<file path="src/rtl/tetris_pkg.sv">
// rtl/tetris_pkg.sv - shared state and move encodings for the falling-block engine
package tetris_pkg;

    typedef enum logic [2:0] {
        SPAWN,
        FALL,
        LOCK,
        CLEAR,
        OVER
    } state_t;

    localparam logic [1:0] MOVE_NONE  = 2'b00;
    localparam logic [1:0] MOVE_LEFT  = 2'b01;
    localparam logic [1:0] MOVE_RIGHT = 2'b10;
    localparam logic [1:0] MOVE_DROP  = 2'b11;

endpackage

</file>
<file path="src/rtl/tetris_row_clear.sv">
// rtl/tetris_row_clear.sv - lowest full row detection and one-row collapse of the field
module tetris_row_clear #(
    parameter int COLS = 4,
    parameter int ROWS = 8
) (
    input  logic [COLS*ROWS-1:0] field,
    output logic                 any_full,
    output logic [COLS*ROWS-1:0] field_shifted
);

    localparam int ROW_W = $clog2(ROWS);

    logic [ROW_W-1:0] full_row;

    // Ascending scan: the last full row seen is the lowest one on screen
    always_comb begin
        any_full = 1'b0;
        full_row = '0;
        for (int r = 0; r < ROWS; r++) begin
            if (&field[r*COLS +: COLS]) begin
                any_full = 1'b1;
                full_row = ROW_W'(r);
            end
        end
    end

    // Rows above the removed one drop by one; row 0 refills empty, rows below stay
    always_comb begin
        field_shifted = field;
        field_shifted[0 +: COLS] = '0;
        for (int r = 1; r < ROWS; r++) begin
            if (int'(full_row) >= r) begin
                field_shifted[r*COLS +: COLS] = field[(r-1)*COLS +: COLS];
            end
        end
    end

endmodule

</file>
<file path="src/rtl/tetris_board_engine.sv">
// rtl/tetris_board_engine.sv - falling 1x1 piece engine with gravity, hard drop, row clear and score
module tetris_board_engine #(
    parameter int COLS      = 4,
    parameter int ROWS      = 8,
    parameter int SPAWN_COL = 1,
    parameter int FALL_DIV  = 1,
    parameter int SCORE_W   = 8
) (
    input  logic                 in_clk,
    input  logic                 in_restart,
    input  logic [1:0]           in_move,
    output logic [COLS*ROWS-1:0] out_board,
    output logic [SCORE_W-1:0]   out_score,
    output logic                 out_lock,
    output logic                 out_game_over
);

    import tetris_pkg::*;

    localparam int N      = COLS * ROWS;
    localparam int ROW_W  = $clog2(ROWS);
    localparam int COL_W  = $clog2(COLS);
    localparam int TICK_W = (FALL_DIV > 1) ? $clog2(FALL_DIV) : 1;
    localparam logic [TICK_W-1:0] TICK_MAX = TICK_W'(FALL_DIV - 1);
    localparam logic [N-1:0]      BIT0     = {{(N-1){1'b0}}, 1'b1};

    state_t             state, state_n;
    logic [N-1:0]       field, field_n, field_shifted, board_n;
    logic               piece_valid, valid_n, any_full;
    logic [ROW_W-1:0]   pr, r_n, drop_row;
    logic [COL_W-1:0]   pc, c_n;
    logic [TICK_W-1:0]  tick, tick_n;
    logic [SCORE_W-1:0] score_n;

    // Out-of-range coordinates shift everything away and read as empty
    function automatic logic cell_at(input logic [N-1:0] f, input int r, input int c);
        logic [N-1:0] s;
        s = f >> (r * COLS + c);
        return s[0];
    endfunction

    tetris_row_clear #(
        .COLS(COLS),
        .ROWS(ROWS)
    ) u_row_clear (
        .field        (field),
        .any_full     (any_full),
        .field_shifted(field_shifted)
    );

    // Hard drop target: deepest empty cell below the piece before the first blocker
    always_comb begin
        logic blocked;
        blocked  = 1'b0;
        drop_row = pr;
        for (int r = 1; r < ROWS; r++) begin
            if (r > int'(pr) && !blocked) begin
                if (cell_at(field, r, int'(pc))) blocked = 1'b1;
                else drop_row = ROW_W'(r);
            end
        end
    end

    // Next-state, piece motion, field update and score
    always_comb begin
        state_n = state;
        field_n = field;
        valid_n = piece_valid;
        r_n     = pr;
        c_n     = pc;
        tick_n  = tick;
        score_n = out_score;
        case (state)
            SPAWN: begin
                if (cell_at(field, 0, SPAWN_COL)) begin
                    state_n = OVER;
                end else begin
                    valid_n = 1'b1;
                    r_n     = '0;
                    c_n     = COL_W'(SPAWN_COL);
                    tick_n  = '0;
                    state_n = FALL;
                end
            end
            FALL: begin
                if (in_move == MOVE_DROP) begin
                    r_n     = drop_row;
                    state_n = LOCK;
                end else begin
                    if (in_move == MOVE_LEFT && pc != '0 &&
                        !cell_at(field, int'(pr), int'(pc) - 1)) begin
                        c_n = pc - 1'b1;
                    end else if (in_move == MOVE_RIGHT && int'(pc) < COLS - 1 &&
                                 !cell_at(field, int'(pr), int'(pc) + 1)) begin
                        c_n = pc + 1'b1;
                    end
                    // gravity looks at the column the piece occupies after the lateral move
                    if (tick == TICK_MAX) begin
                        tick_n = '0;
                        if (int'(pr) == ROWS - 1 || cell_at(field, int'(pr) + 1, int'(c_n))) begin
                            state_n = LOCK;
                        end else begin
                            r_n = pr + 1'b1;
                        end
                    end else begin
                        tick_n = tick + 1'b1;
                    end
                end
            end
            LOCK: begin
                field_n = field | (BIT0 << (int'(pr) * COLS + int'(pc)));
                valid_n = 1'b0;
                state_n = CLEAR;
            end
            CLEAR: begin
                if (any_full) begin
                    field_n = field_shifted;
                    if (out_score != {SCORE_W{1'b1}}) score_n = out_score + 1'b1;
                end else begin
                    state_n = SPAWN;
                end
            end
            OVER: begin
                state_n = OVER;
            end
            default: begin
                state_n = SPAWN;
            end
        endcase
        board_n = field_n | (valid_n ? (BIT0 << (int'(r_n) * COLS + int'(c_n))) : '0);
    end

    // State and registered outputs; restart clears everything at once
    always_ff @(posedge in_clk or posedge in_restart) begin
        if (in_restart) begin
            state         <= SPAWN;
            field         <= '0;
            piece_valid   <= 1'b0;
            pr            <= '0;
            pc            <= '0;
            tick          <= '0;
            out_board     <= '0;
            out_score     <= '0;
            out_lock      <= 1'b0;
            out_game_over <= 1'b0;
        end else begin
            state         <= state_n;
            field         <= field_n;
            piece_valid   <= valid_n;
            pr            <= r_n;
            pc            <= c_n;
            tick          <= tick_n;
            out_board     <= board_n;
            out_score     <= score_n;
            out_lock      <= (state == LOCK);
            out_game_over <= (state_n == OVER);
        end
    end

endmodule

</file>
<file path="config.mk">
export PLATFORM = sky130hd
export DESIGN_NAME = tetris_board_engine
export DESIGN_NICKNAME = d
export VERILOG_FILES = /design/src/rtl/tetris_pkg.sv /design/src/rtl/tetris_row_clear.sv /design/src/rtl/tetris_board_engine.sv
export SDC_FILE = /design/constraint.sdc
export NUM_CORES = 1
export LEC_CHECK = 0
export ABC_AREA = 0
export CAP_MARGIN = 30
export CORE_ASPECT_RATIO = 0.7
export CORE_MARGIN = 4
export CORE_UTILIZATION = 35
export DETAILED_ROUTE_END_ITERATION = 16
export SLEW_MARGIN = 20
export SYNTH_ARGS = -nofsm -noshare
export SYNTH_HDL_FRONTEND = slang
export SYNTH_SLANG_ARGS = --single-unit
</file>
<file path="constraint.sdc">
create_clock -name in_clk -period 6.4 [get_ports in_clk]
set_input_delay 0.64 -clock in_clk [delete_from_list [all_inputs] [get_ports in_clk]]
set_output_delay 0.64 -clock in_clk [all_outputs]
set_load 0.05 [all_outputs]
</file>
After elaboration in Yosys (flattened, before gate mapping). Cells that the tools add are included. Widths: inputs -> output; s select.

Bits of input ports: 4. Output and inout bits: 42. Logic and storage cells: 178. Bits in registers: 84.

Reduce and logical (&&, ||, !) cells: 32. Shift operators: 12. Bitwise gates (word level): 2. Mux-type cells: 75. Magnitude comparators: 15. Equal/unequal tests: 12. Add/sub/neg operators: 20.

Operator list (count): $shr 32x6->1 (5); $mux 3 (27); $mux 32 (2); $or 32x32->32 (2); $pmux 32 s2 (1); $shl 1x6->32 const A (2); $shr 32x5->1 (2); $reduce_and 4->1 (8); $shr 32x32->1 (1); $shr 32x4->1 (1); $shr 32x7->1 (1); $mux 4 (7); $mux 1 (25); $add 5x2->6 const A (4); $mux 2 (8); $pmux 3 s5 (1); $add 5x2->6 (2); $ge 3x3->1 const B (4); $gt 3x3->1 const A (4); $add 4x2->5 const A (2); $logic_and 1x1->1 (10); $add 8x1->8 const B (1); $logic_not 1->1 (8); $ne 8x8->1 const B (1); 29 further kinds (39).

Longest topological paths before layout. Gate-level depths: netlist (run 1).

Word-level depth: 28. Depth in mapped cells: 25. Mapped depth without buffers: 19.

Modules after synthesis. From an unflattened synthesis (run 1), not the netlist that was laid out.

Cell total of the unflattened synthesis: 644. Area total of the unflattened synthesis: 5998.3 µm².

Modules (own cells, without submodules): tetris_board_engine (area an instance 5459.0 µm², seq. area each 2077.0 µm², cells an instance 585, instances 1); tetris_row_clear (area an instance 539.3 µm², seq. area each 0.0 µm², cells an instance 59, instances 1).

Worst setup path before layout (run 1). No wires, ideal clock.

Kind: reg-to-reg. From: register pc[0]. To: register out_board[21]. Clock period less this slack: 5.131 ns. Required time: 6.334 ns. Stages on the path, launching flop included: 21. Setup slack: 1.269 ns. Setup time: 0.066 ns. Arrival time: 5.065 ns. Buffers on the path: 3. Path through: dfrtp_1 buf_4 buf_2 inv_1 ha_1 xor2_1 ha_1 a21oi_1 xor2_1 mux2_2 a22o_1 o31a_1 nand2_1 buf_6 mux2i_1 a22oi_1 a32o_1 or4_1 a32o_2 nor3_4 a41o_1.

Word-level cells in the longest chain between the ends: 28. Elaborated cells between the ends (all ways): 90.

Ends and longest elaborated chain: start, declared (RTL line tetris_board_engine.sv:31) `logic [COL_W-1:0] pc, c_n;`; start signal, assigned (RTL line tetris_board_engine.sv:151) `pc <= c_n;`; branches (longest 27 deep; another with $add 6x2->7); $or 32x32->32 (*) (RTL line tetris_board_engine.sv:130) `board_n = field_n | (valid_n ? (BIT0 << (int'(r_n) * COLS + int'(c_n))) : '0);`; via board_n[21] (RTL line tetris_board_engine.sv:28) `logic [N-1:0] field, field_n, field_shifted, board_n;`; end signal, assigned (RTL line tetris_board_engine.sv:153) `out_board <= board_n;`; end, declared (RTL line tetris_board_engine.sv:12) `output logic [COLS*ROWS-1:0] out_board,`.

Mark *: on every way through the listed nets, which the timed path passes. The select of a mux whose other input is x is not followed. A chain may end at the register's enable or synchronous reset.

Worst setup path in the final report (run 1).
From: register pc[0]. To: register out_board[8].

The elaborated chain is that of the path after synthesis.

==> results.json, run 1 <==
{
  "outcome": "completed",
  "grt_pass1_vias": 5275,
  "dpl_worst_slack_ns": 0.769,
  "holdCritPathClass": "flip-flop to flip-flop",
  "synth_area_per_cell_um2": 9.82,
  "layout_common_cells": "sky130_fd_sc_hd__dfrtp_1, sky130_fd_sc_hd__a21oi_1, sky130_fd_sc_hd__nor2_1",
  "grt_antenna_before_repair": 0,
  "dieHeight_um": 114,
  "synthesis.area_um2": 5620,
  "synthTopCellsByArea": "sky130_fd_sc_hd__dfrtp_1, sky130_fd_sc_hd__mux4_2, sky130_fd_sc_hd__a21oi_1, sky130_fd_sc_hd__mux2i_1, sky130_fd_sc_hd__nor2_1",
  "port_buffers": 45,
  "grtUsageTotal_pct": 22.2,
  "slew_headroom_pct": 37.2,
  "layout.cells.most_common": "sky130_fd_sc_hd__dfrtp_1",
  "numCtsBuffers": 9,
  "synth.net_count": 591,
  "worst-endpoint-arrival_ns": 5.99,
  "finalWirelength_mm": 20.2,
  "cts_hold_buf": 0,
  "place_inst": 797,
  "die_width_um": 159,
  "critPathCaptureType": "flip-flop",
  "portion_of_the_post_synthesis_area_used_by_sequential_elements_pct": 37.0,
  "tritoncts": "yes",
  "start_util_pct": 36.0,
  "fin_cells": 815,
  "clock_tree.buffer_depth": 2,
  "drtPass1Iterations": 6,
  "global_route.overflow_total": 0,
  "synth.top_cell.area_share_pct": 37.0,
  "placeableCoreArea_um2": 15600,
  "fp.dieArea_um2": 18200,
  "post_cts_resize_count": 0,
  "sequential_cell_area_um2": 2080,
  "rsz0062_at_grt": "false",
  "timing.final.crit_share_pct": 90.5,
  "final-setup-viol-count": 0,
  "worst_slack_ns": 0.608,
  "critPathLaunchType": "flip-flop",
  "synth-edff-count": 0,
  "syn_inst": 572,
  "netlist.top_cell.by_area": "sky130_fd_sc_hd__dfrtp_1",
  "filler_cell_count": 1511,
  "ys_warn_count": 0,
  "first_pass_grt_wire_length_mm": 31.1,
  "wire_per_inst_um": 24.7,
  "boundaryPins": 46,
  "postSynth.topFlopCell": "sky130_fd_sc_hd__dfrtp_1",
  "ant_nets": 0,
  "grt_start_max_net_pins": 78,
  "hold_violations": 0,
  "synth_cell_type_count": 75,
  "synth_seq_cells": 83,
  "critical_path_peak_fanout": 16,
  "worst_pin_slew_ns": 0.935,
  "path_class": "flip-flop to flip-flop",
  "n_antenna_cell": 0,
  "fmax_mhz": 173,
  "final_nets": 629,
  "max-cap-violations": 0,
  "clock_sinks": 83,
  "drive_above_1_share_pct": 13.3,
  "clock_insertion_delay_worst_skew_ns": 0.34,
  "drtIter0Drc": 853,
  "post_drt_via_cell_ratio": 6.41,
  "flow.area_growth_from_synthesis_pct": 16.4,
  "worstPathRequired_ns": 6.60,
  "htreeDepth": 3,
  "routabilityCongestion": 1.00,
  "cts_setup_buffers": 0,
  "period_needed_ns": 5.79,
  "route.detailed.drc": 0,
  "drv_slew": 0,
  "async_reset_ff_share_pct": 100,
  "fin_setup_tns_ns": 0,
  "placement_rows": 38,
  "multi_input_comb_area_um2": 3290,
  "final.setup_skew_ns": 0.00998,
  "clock_tree.root_cell": "sky130_fd_sc_hd__clkbuf_16",
  "place_hpwl_mm": 14.6,
  "detailroute.via_count": 5224,
  "layout.core_utilization_pct": 41.9,
  "clkTransAtPathRegs_ns": 0.07
}
[synthesized netlist by cell type, types with 6 or more instances]
master / number
sky130_fd_sc_hd__dfrtp_1: 83
sky130_fd_sc_hd__a21oi_1: 58
sky130_fd_sc_hd__nor2_1: 53
sky130_fd_sc_hd__nand2_1: 37
sky130_fd_sc_hd__mux2i_1: 25
sky130_fd_sc_hd__o22a_1: 22
sky130_fd_sc_hd__mux4_2: 17
sky130_fd_sc_hd__clkbuf_1: 16
sky130_fd_sc_hd__ha_1: 15
sky130_fd_sc_hd__nand3_1: 15
sky130_fd_sc_hd__o21ai_0: 14
sky130_fd_sc_hd__a41o_1: 13
sky130_fd_sc_hd__inv_1: 13
sky130_fd_sc_hd__a31o_2: 9
sky130_fd_sc_hd__nand4_1: 9
sky130_fd_sc_hd__nor3_1: 9
sky130_fd_sc_hd__and2_1: 8
sky130_fd_sc_hd__a211oi_1: 7
sky130_fd_sc_hd__and3_1: 7
sky130_fd_sc_hd__nor2b_1: 7
sky130_fd_sc_hd__xnor2_1: 7
sky130_fd_sc_hd__a21o_1: 6
sky130_fd_sc_hd__o32a_1: 6
[critical path, stage by stage, from the launching register on]
cell and delay, ns:
sky130_fd_sc_hd__dfrtp_1 0.38, sky130_fd_sc_hd__inv_1 0.24, sky130_fd_sc_hd__ha_1 0.34, sky130_fd_sc_hd__xor2_1 0.10
sky130_fd_sc_hd__ha_1 0.25, sky130_fd_sc_hd__a21oi_1 0.23, sky130_fd_sc_hd__xor2_1 0.27, sky130_fd_sc_hd__o221ai_1 0.18
sky130_fd_sc_hd__and4_1 0.25, sky130_fd_sc_hd__a211o_1 0.27, sky130_fd_sc_hd__o211ai_1 0.37, sky130_fd_sc_hd__a21boi_1 0.13
sky130_fd_sc_hd__a2111oi_0 0.50, sky130_fd_sc_hd__a211oi_1 0.13, sky130_fd_sc_hd__a32o_1 0.31, sky130_fd_sc_hd__o21ai_1 0.23
sky130_fd_sc_hd__mux2_1 0.20, sky130_fd_sc_hd__and2_1 0.52, sky130_fd_sc_hd__inv_2 0.29, sky130_fd_sc_hd__o31ai_1 0.45
[worst paths after layout]
kind                       depth (start not counted)            end  slack (ns)    startpoint
min in group asynchronous                          2       state[1]        0.50    in_restart
max in group asynchronous                          4  out_board[17]        5.07    in_restart
hold / removal                                     1   out_score[5]        0.49  out_score[5]
setup / recovery                                  19   out_board[8]        0.61         pc[0]
hold reg to reg                                    1   out_score[5]        0.49  out_score[5]
setup reg to reg                                  19   out_board[8]        0.61         pc[0]
[metal layers]
| metal | up-vias | GRT usage [%] | wire length (µm) |
|---|---|---|---|
| li1 | 2281 | - | - |
| met4 | 0 | 7.40 | 541 |
| met5 | - | 0 | 0 |
| met2 | 357 | 31.1 | 8150 |
| met3 | 59 | 7.62 | 2620 |
| met1 | 2527 | 31.9 | 8850 |
[state kept, by name, summed over array words and instances, names as in the netlist]
name and cells:
out_score 8, field 32, pc 2, out_board 32, pr 3, out_game_over 1
piece_valid 1, state 3, out_lock 1
[cell families after synthesis]
family | share of synthesized area (%)
AOI/OAI and AO/OA | 26.3
xor gates and xnor gates | 2.16
adders and majority gates | 3.34
buffers and inverters | 4.39
DFF | 37.0
muxes | 12.1
and+or+nand+nor | 14.7
[layout make-up]
type | count | area share (%)
multi-input cells | 439 | 50.4
flip-flops and latches | 83 | 31.8
repair buffers | 60 | 9.03
well taps | 200 | 3.83
clock buffers | 11 | 3.56
inverters | 17 | 0.995
clock inverters | 5 | 0.459
[per-stage QoR]
step / instance area (µm²) / hold slack [ns]
6_report: 6540 / 0.485
2_1_floorplan: 5620 / 0.474
5_1_grt: 6540 / 0.501
3_3_place_gp: 6230 / 0.478
4_1_cts: 6490 / 0.490
3_5_place_dp: 6230 / 0.482
Power of run 1 is not shown: default switching activity piles up to over one toggle a cycle in this logic, so the estimate is an artifact.
==> run 2: changes to the inputs <==
Settings changed: CORE_UTILIZATION 35 to 40.
==> run 2 against run 1 <==
  * Register-to-register slack got worse by 0.10 ns
  * Final cell count fell by 2.5%
  * Utilization rose by 6.6 points
  * Count of clock-buffer cells in the layout did not move
  * First-iteration DRC count fell by 20%
  * Critical path depth rose by 1
  * Fmax fell by 1.7%
  * Wire length rose by 2.6%
  * Die area fell by 12%
  * Via count rose by 1.2%
  * Final area fell by 0.15%
  * Global-route usage rose by 4.6 points
  * Critical endpoint is now out_board[27]
==> results.json, run 2 (synthesized netlist as in run 1, its figures left out) <==
{
  "outcome": "completed",
  "fmax_mhz": 170,
  "reg_top3": "field x32, out_board x32, out_score x8",
  "clock_sinks": 83,
  "rsz0062_at_grt": "false",
  "slew_headroom_pct": 34.5,
  "grt_antenna_before_repair": 0,
  "numCtsBuffers": 9,
  "global_route.overflow_total": 0,
  "layout_common_cells": "sky130_fd_sc_hd__dfrtp_1, sky130_fd_sc_hd__a21oi_1, sky130_fd_sc_hd__nor2_1",
  "final_nets": 625,
  "flow.area_growth_from_synthesis_pct": 16.2,
  "critPathCaptureType": "flip-flop",
  "drtIter0Drc": 682,
  "critical_path_buf_inv_count": 3,
  "htreeDepth": 3,
  "filler_cell_count": 1278,
  "critical-path-top-delay-family": "compound AO/OA/AOI/OAI gates",
  "boundaryPins": 46,
  "routabilityCongestion": 1.02,
  "hold_violations": 0,
  "clkTransAtPathRegs_ns": 0.06,
  "max-cap-violations": 0,
  "worst-endpoint-arrival_ns": 6.12,
  "fin_setup_tns_ns": 0,
  "tritoncts": "yes",
  "post_cts_resize_count": 0,
  "grt_pass1_vias": 5161,
  "wire_per_inst_um": 26.0,
  "clock_insertion_delay_worst_skew_ns": 0.34,
  "clock_tree.buffer_depth": 2,
  "drv_slew": 0,
  "ant_nets": 0,
  "place_hpwl_mm": 15.0,
  "final-setup-viol-count": 0,
  "critical_path_peak_fanout": 16,
  "worstPathRequired_ns": 6.62,
  "cts_setup_buffers": 0,
  "grtUsageTotal_pct": 26.8,
  "placement_rows": 35,
  "critPathLaunchType": "flip-flop",
  "drtPass1Iterations": 6,
  "post_drt_via_cell_ratio": 6.65,
  "n_antenna_cell": 0,
  "path_class": "flip-flop to flip-flop",
  "finalWirelength_mm": 20.7,
  "route.detailed.drc": 0,
  "start_util_pct": 41.8,
  "first_pass_grt_wire_length_mm": 32.3,
  "cts_hold_buf": 0,
  "dieHeight_um": 107,
  "crit_path_max_incr_delay_ns": 0.56,
  "fp.dieArea_um2": 16000,
  "die_width_um": 150,
  "timing.critical_path.cells": "inv_1, ha_1, xor2_1, ha_1, a21oi_1, xor2_1, o221ai_1, and4_1, a211oi_2, a211o_2, nand2_1, buf_4, a2111oi_0, a211oi_1, a32o_1, o21ai_1, mux2_1, and2_1, inv_2, a41o_1",
  "drive_above_1_share_pct": 12.6,
  "worst_pin_slew_ns": 0.982,
  "placeableCoreArea_um2": 13400,
  "grt_start_max_net_pins": 62,
  "port_buffers": 45,
  "holdCritPathClass": "flip-flop to flip-flop",
  "cp_slowest_cell": "sky130_fd_sc_hd__and2_1",
  "period_needed_ns": 5.89,
  "detailroute.via_count": 5288,
  "final.setup_skew_ns": 0.0120,
  "clock_tree.root_cell": "sky130_fd_sc_hd__clkbuf_16",
  "layout.cells.most_common": "sky130_fd_sc_hd__dfrtp_1",
  "timing.final.crit_share_pct": 92.1
}
## run 2: changes by cell type in the layout (fill, tap and decap cells not counted)
| cell | before | now |
|---|---|---|
| sky130_fd_sc_hd__buf_16 | 1 | 0 |
| sky130_fd_sc_hd__buf_4 | 13 | 10 |
| sky130_fd_sc_hd__buf_8 | 1 | 0 |
| sky130_fd_sc_hd__bufinv_16 | 0 | 3 |
| sky130_fd_sc_hd__clkbuf_2 | 0 | 1 |
| sky130_fd_sc_hd__clkinv_2 | 4 | 1 |
| sky130_fd_sc_hd__clkinvlp_4 | 2 | 0 |
| sky130_fd_sc_hd__inv_6 | 0 | 1 |
## run 2: cell type report
cell class | instances | area (µm²) | area share [%]
clock buffers | 11 | 233 | 3.57
clock inverters | 4 | 98.8 | 1.51
multi-input cells | 439 | 3290 | 50.4
flip-flops and latches | 83 | 2080 | 31.8
inverters | 17 | 65.1 | 0.997
repair buffers | 56 | 531 | 8.13
well taps | 185 | 231 | 3.55
## run 2: path summary, 6_finish.rpt
check	startpoint	endpoint	slack, ns	depth (start not counted)
worst max-delay path	pc[0]	out_board[27]	0.51	20
worst min-delay path	out_score[5]	out_score[5]	0.49	1
worst max register to register	pc[0]	out_board[27]	0.51	20
worst min register to register	out_score[5]	out_score[5]	0.49	1
max in group asynchronous	in_restart	out_board[11]	4.74	3
min in group asynchronous	in_restart	field[13]	0.59	2
## run 2: through the flow
step / cells / hold WS (ns) / instance area [µm²] / util (%) / worst slack [ns]
after global placement: 779 / 0.481 / 6190 / 46.0 / 0.928
final: 795 / 0.493 / 6530 / 48.6 / 0.507
after CTS: 794 / 0.494 / 6520 / 48.5 / 0.658
after floorplan: 572 / 0.474 / 5620 / - / 1.27
after detailed placement: 779 / 0.476 / 6190 / 46.0 / 0.676
after global routing: 795 / 0.518 / 6530 / 48.6 / 0.0922
## run 2: routing by layer
| layer | routed length (µm) | track usage [%] | part of all wire, % | up-vias |
|---|---|---|---|---|
| met5 | 0 | 0 | 0 | - |
| met1 | 9850 | 41.8 | 48 | 2632 |
| met4 | 461 | 6.60 | 2.2 | 0 |
| met2 | 8180 | 36.2 | 40 | 337 |
| li1 | - | - | - | 2268 |
| met3 | 2200 | 7.06 | 11 | 51 |
Power of run 2 is left out for the same reason.
==> run 3: changes to the inputs <==
Settings changed: CTS_CLUSTER_SIZE from default to 24, SLEW_MARGIN 20 to default.
==> run 3 against run 2 <==
  * Wire length shrank 0.35%
  * Flip-flop and latch count is the same
  * First-iteration DRC count shrank 1.8%
  * Critical path depth is the same
  * Register-to-register slack gained 0.03 ns
  * Fmax grew 0.48%
  * Critical path type unchanged
==> results.json, run 3 (synthesized netlist as in run 1, its figures left out) <==
{
  "placement_rows": 35,
  "sequential_cell_area_um2": 2080,
  "drv_slew": 0,
  "reg2reg_setup_slack_ns": 0.53,
  "flow.area_growth_from_synthesis_pct": 16.2,
  "holdCritPathClass": "flip-flop to flip-flop",
  "final-setup-viol-count": 0,
  "placed_cell_area_um2": 6190,
  "start_util_pct": 41.8,
  "clock_insertion_delay_worst_skew_ns": 0.34,
  "critPathCaptureType": "flip-flop",
  "max-cap-violations": 0,
  "global_route.overflow_total": 0,
  "final.setup_skew_ns": 0.0107,
  "min_from": "out_score[5]",
  "final_nets": 624,
  "wire_per_inst_um": 26.0,
  "n_antenna_cell": 0,
  "crit_path_max_incr_delay_ns": 0.56,
  "path_class": "flip-flop to flip-flop",
  "clock_tree.root_cell": "sky130_fd_sc_hd__clkbuf_16",
  "drtIter0Drc": 670,
  "port_buffers": 45,
  "tritoncts": "yes",
  "drtPass1Iterations": 5,
  "grt_start_max_net_pins": 62,
  "rsz0062_at_grt": "false",
  "filler_cell_count": 1278,
  "post_drt_via_cell_ratio": 6.62,
  "cts_hold_buf": 0,
  "die_width_um": 150,
  "clock_tree.buffer_depth": 2,
  "drive_above_1_share_pct": 12.5,
  "boundaryPins": 46,
  "route.detailed.drc": 0,
  "period_needed_ns": 5.87,
  "fin_setup_tns_ns": 0,
  "cts_setup_buffers": 0,
  "fp.dieArea_um2": 16000,
  "dieHeight_um": 107,
  "place_inst": 779,
  "detailroute.via_count": 5254,
  "hold_violations": 0,
  "fin_cells": 794,
  "slew_headroom_pct": 33.5,
  "ant_nets": 0,
  "placeableCoreArea_um2": 13400,
  "timing.critical_path.cells": "inv_1, ha_1, xor2_1, ha_1, a21oi_1, xor2_1, o221ai_1, and4_1, a211oi_2, a211o_2, nand2_1, buf_4, a2111oi_0, a211oi_1, a32o_1, o21ai_1, mux2_1, and2_1, inv_2, a41o_1",
  "layout.cells.most_common": "sky130_fd_sc_hd__dfrtp_1",
  "timing.hold.worst_endpoint": "out_score[5]",
  "worst_pin_slew_ns": 0.991,
  "layout_common_cells": "sky130_fd_sc_hd__dfrtp_1, sky130_fd_sc_hd__a21oi_1, sky130_fd_sc_hd__nor2_1",
  "cp_slowest_cell": "sky130_fd_sc_hd__and2_1",
  "grt_pass1_vias": 5161,
  "worst-endpoint-arrival_ns": 6.09,
  "worst_r2r_path_depth": 20,
  "reg2reg_from": "pc[0]",
  "critPathLaunchType": "flip-flop",
  "post_cts_resize_count": 0,
  "clock_sinks": 83,
  "timing.final.crit_share_pct": 91.6,
  "final_hold_slack_ns": 0.490,
  "clkTransAtPathRegs_ns": 0.06,
  "routabilityCongestion": 1.02,
  "outcome": "completed",
  "numCtsBuffers": 9,
  "worstPathRequired_ns": 6.63,
  "reg_top3": "field x32, out_board x32, out_score x8",
  "grtUsageTotal_pct": 26.8,
  "critical_path_peak_fanout": 16,
  "finalWirelength_mm": 20.6,
  "htreeDepth": 3,
  "first_pass_grt_wire_length_mm": 32.3,
  "fmax_mhz": 171,
  "r2r-end": "out_board[27]",
  "grt_antenna_before_repair": 0,
  "place_hpwl_mm": 15.0,
  "multi_input_comb_area_um2": 3290,
  "finish.instance_area_um2": 6520,
  "hold_path_depth": 1
}
run 3: changes by cell type in the layout (fill, tap and decap cells not counted), sizes merged:
cell	before	now
clkbuf	12	11
run 3: worst max-delay path by stage:
stage | from | to | slack (ns) | depth (start not counted)
floorplan | pc[0] | out_board[21] | 1.27 | 20
global placement | pc[0] | out_board[27] | 0.93 | 19
detailed placement | pc[0] | out_board[27] | 0.68 | 20
CTS | pc[0] | out_board[27] | 0.66 | 20
global route | pc[0] | out_board[8] | 0.09 | 20
finish | pc[0] | out_board[27] | 0.53 | 20
run 3: metal layers:
metal  up-vias  part of all wire [%]  global-route usage (%)
met5         -                     0                       0
met4         0                   2.5                    6.60
met3        52                    12                    7.06
met2       347                    39                    36.2
met1      2587                    46                    41.8
li1       2268                     -                       -
run 3: layout make-up:
| class | count | area share, % |
|---|---|---|
| well taps | 185 | 3.55 |
| inverters | 17 | 0.998 |
| flip-flops and latches | 83 | 31.8 |
| clock buffers | 11 | 3.57 |
| repair buffers | 55 | 8.06 |
| multi-input cells | 439 | 50.5 |
| clock inverters | 4 | 1.52 |
run 3: worst max-delay path: cells and delay by family (launching register included):
kind | cells | cell delay (ns)
AO/OA/AOI/OAI | 9 | 2.53
AND/OR/NAND/NOR | 3 | 0.86
buffers and inverters | 3 | 0.74
adder cells (fa/ha/maj) | 2 | 0.62
XOR/XNOR | 2 | 0.40
flip-flops | 1 | 0.37
multiplexers | 1 | 0.19
run 3: metrics by stage:
stage                     utilization (%)  setup WS [ns]
after floorplan                         -           1.27
after global placement               46.0          0.928
after detailed placement             46.0          0.676
after CTS                            48.5          0.658
after global routing                 48.5         0.0922
final                                48.5          0.535
Power of run 3 is left out for the same reason.
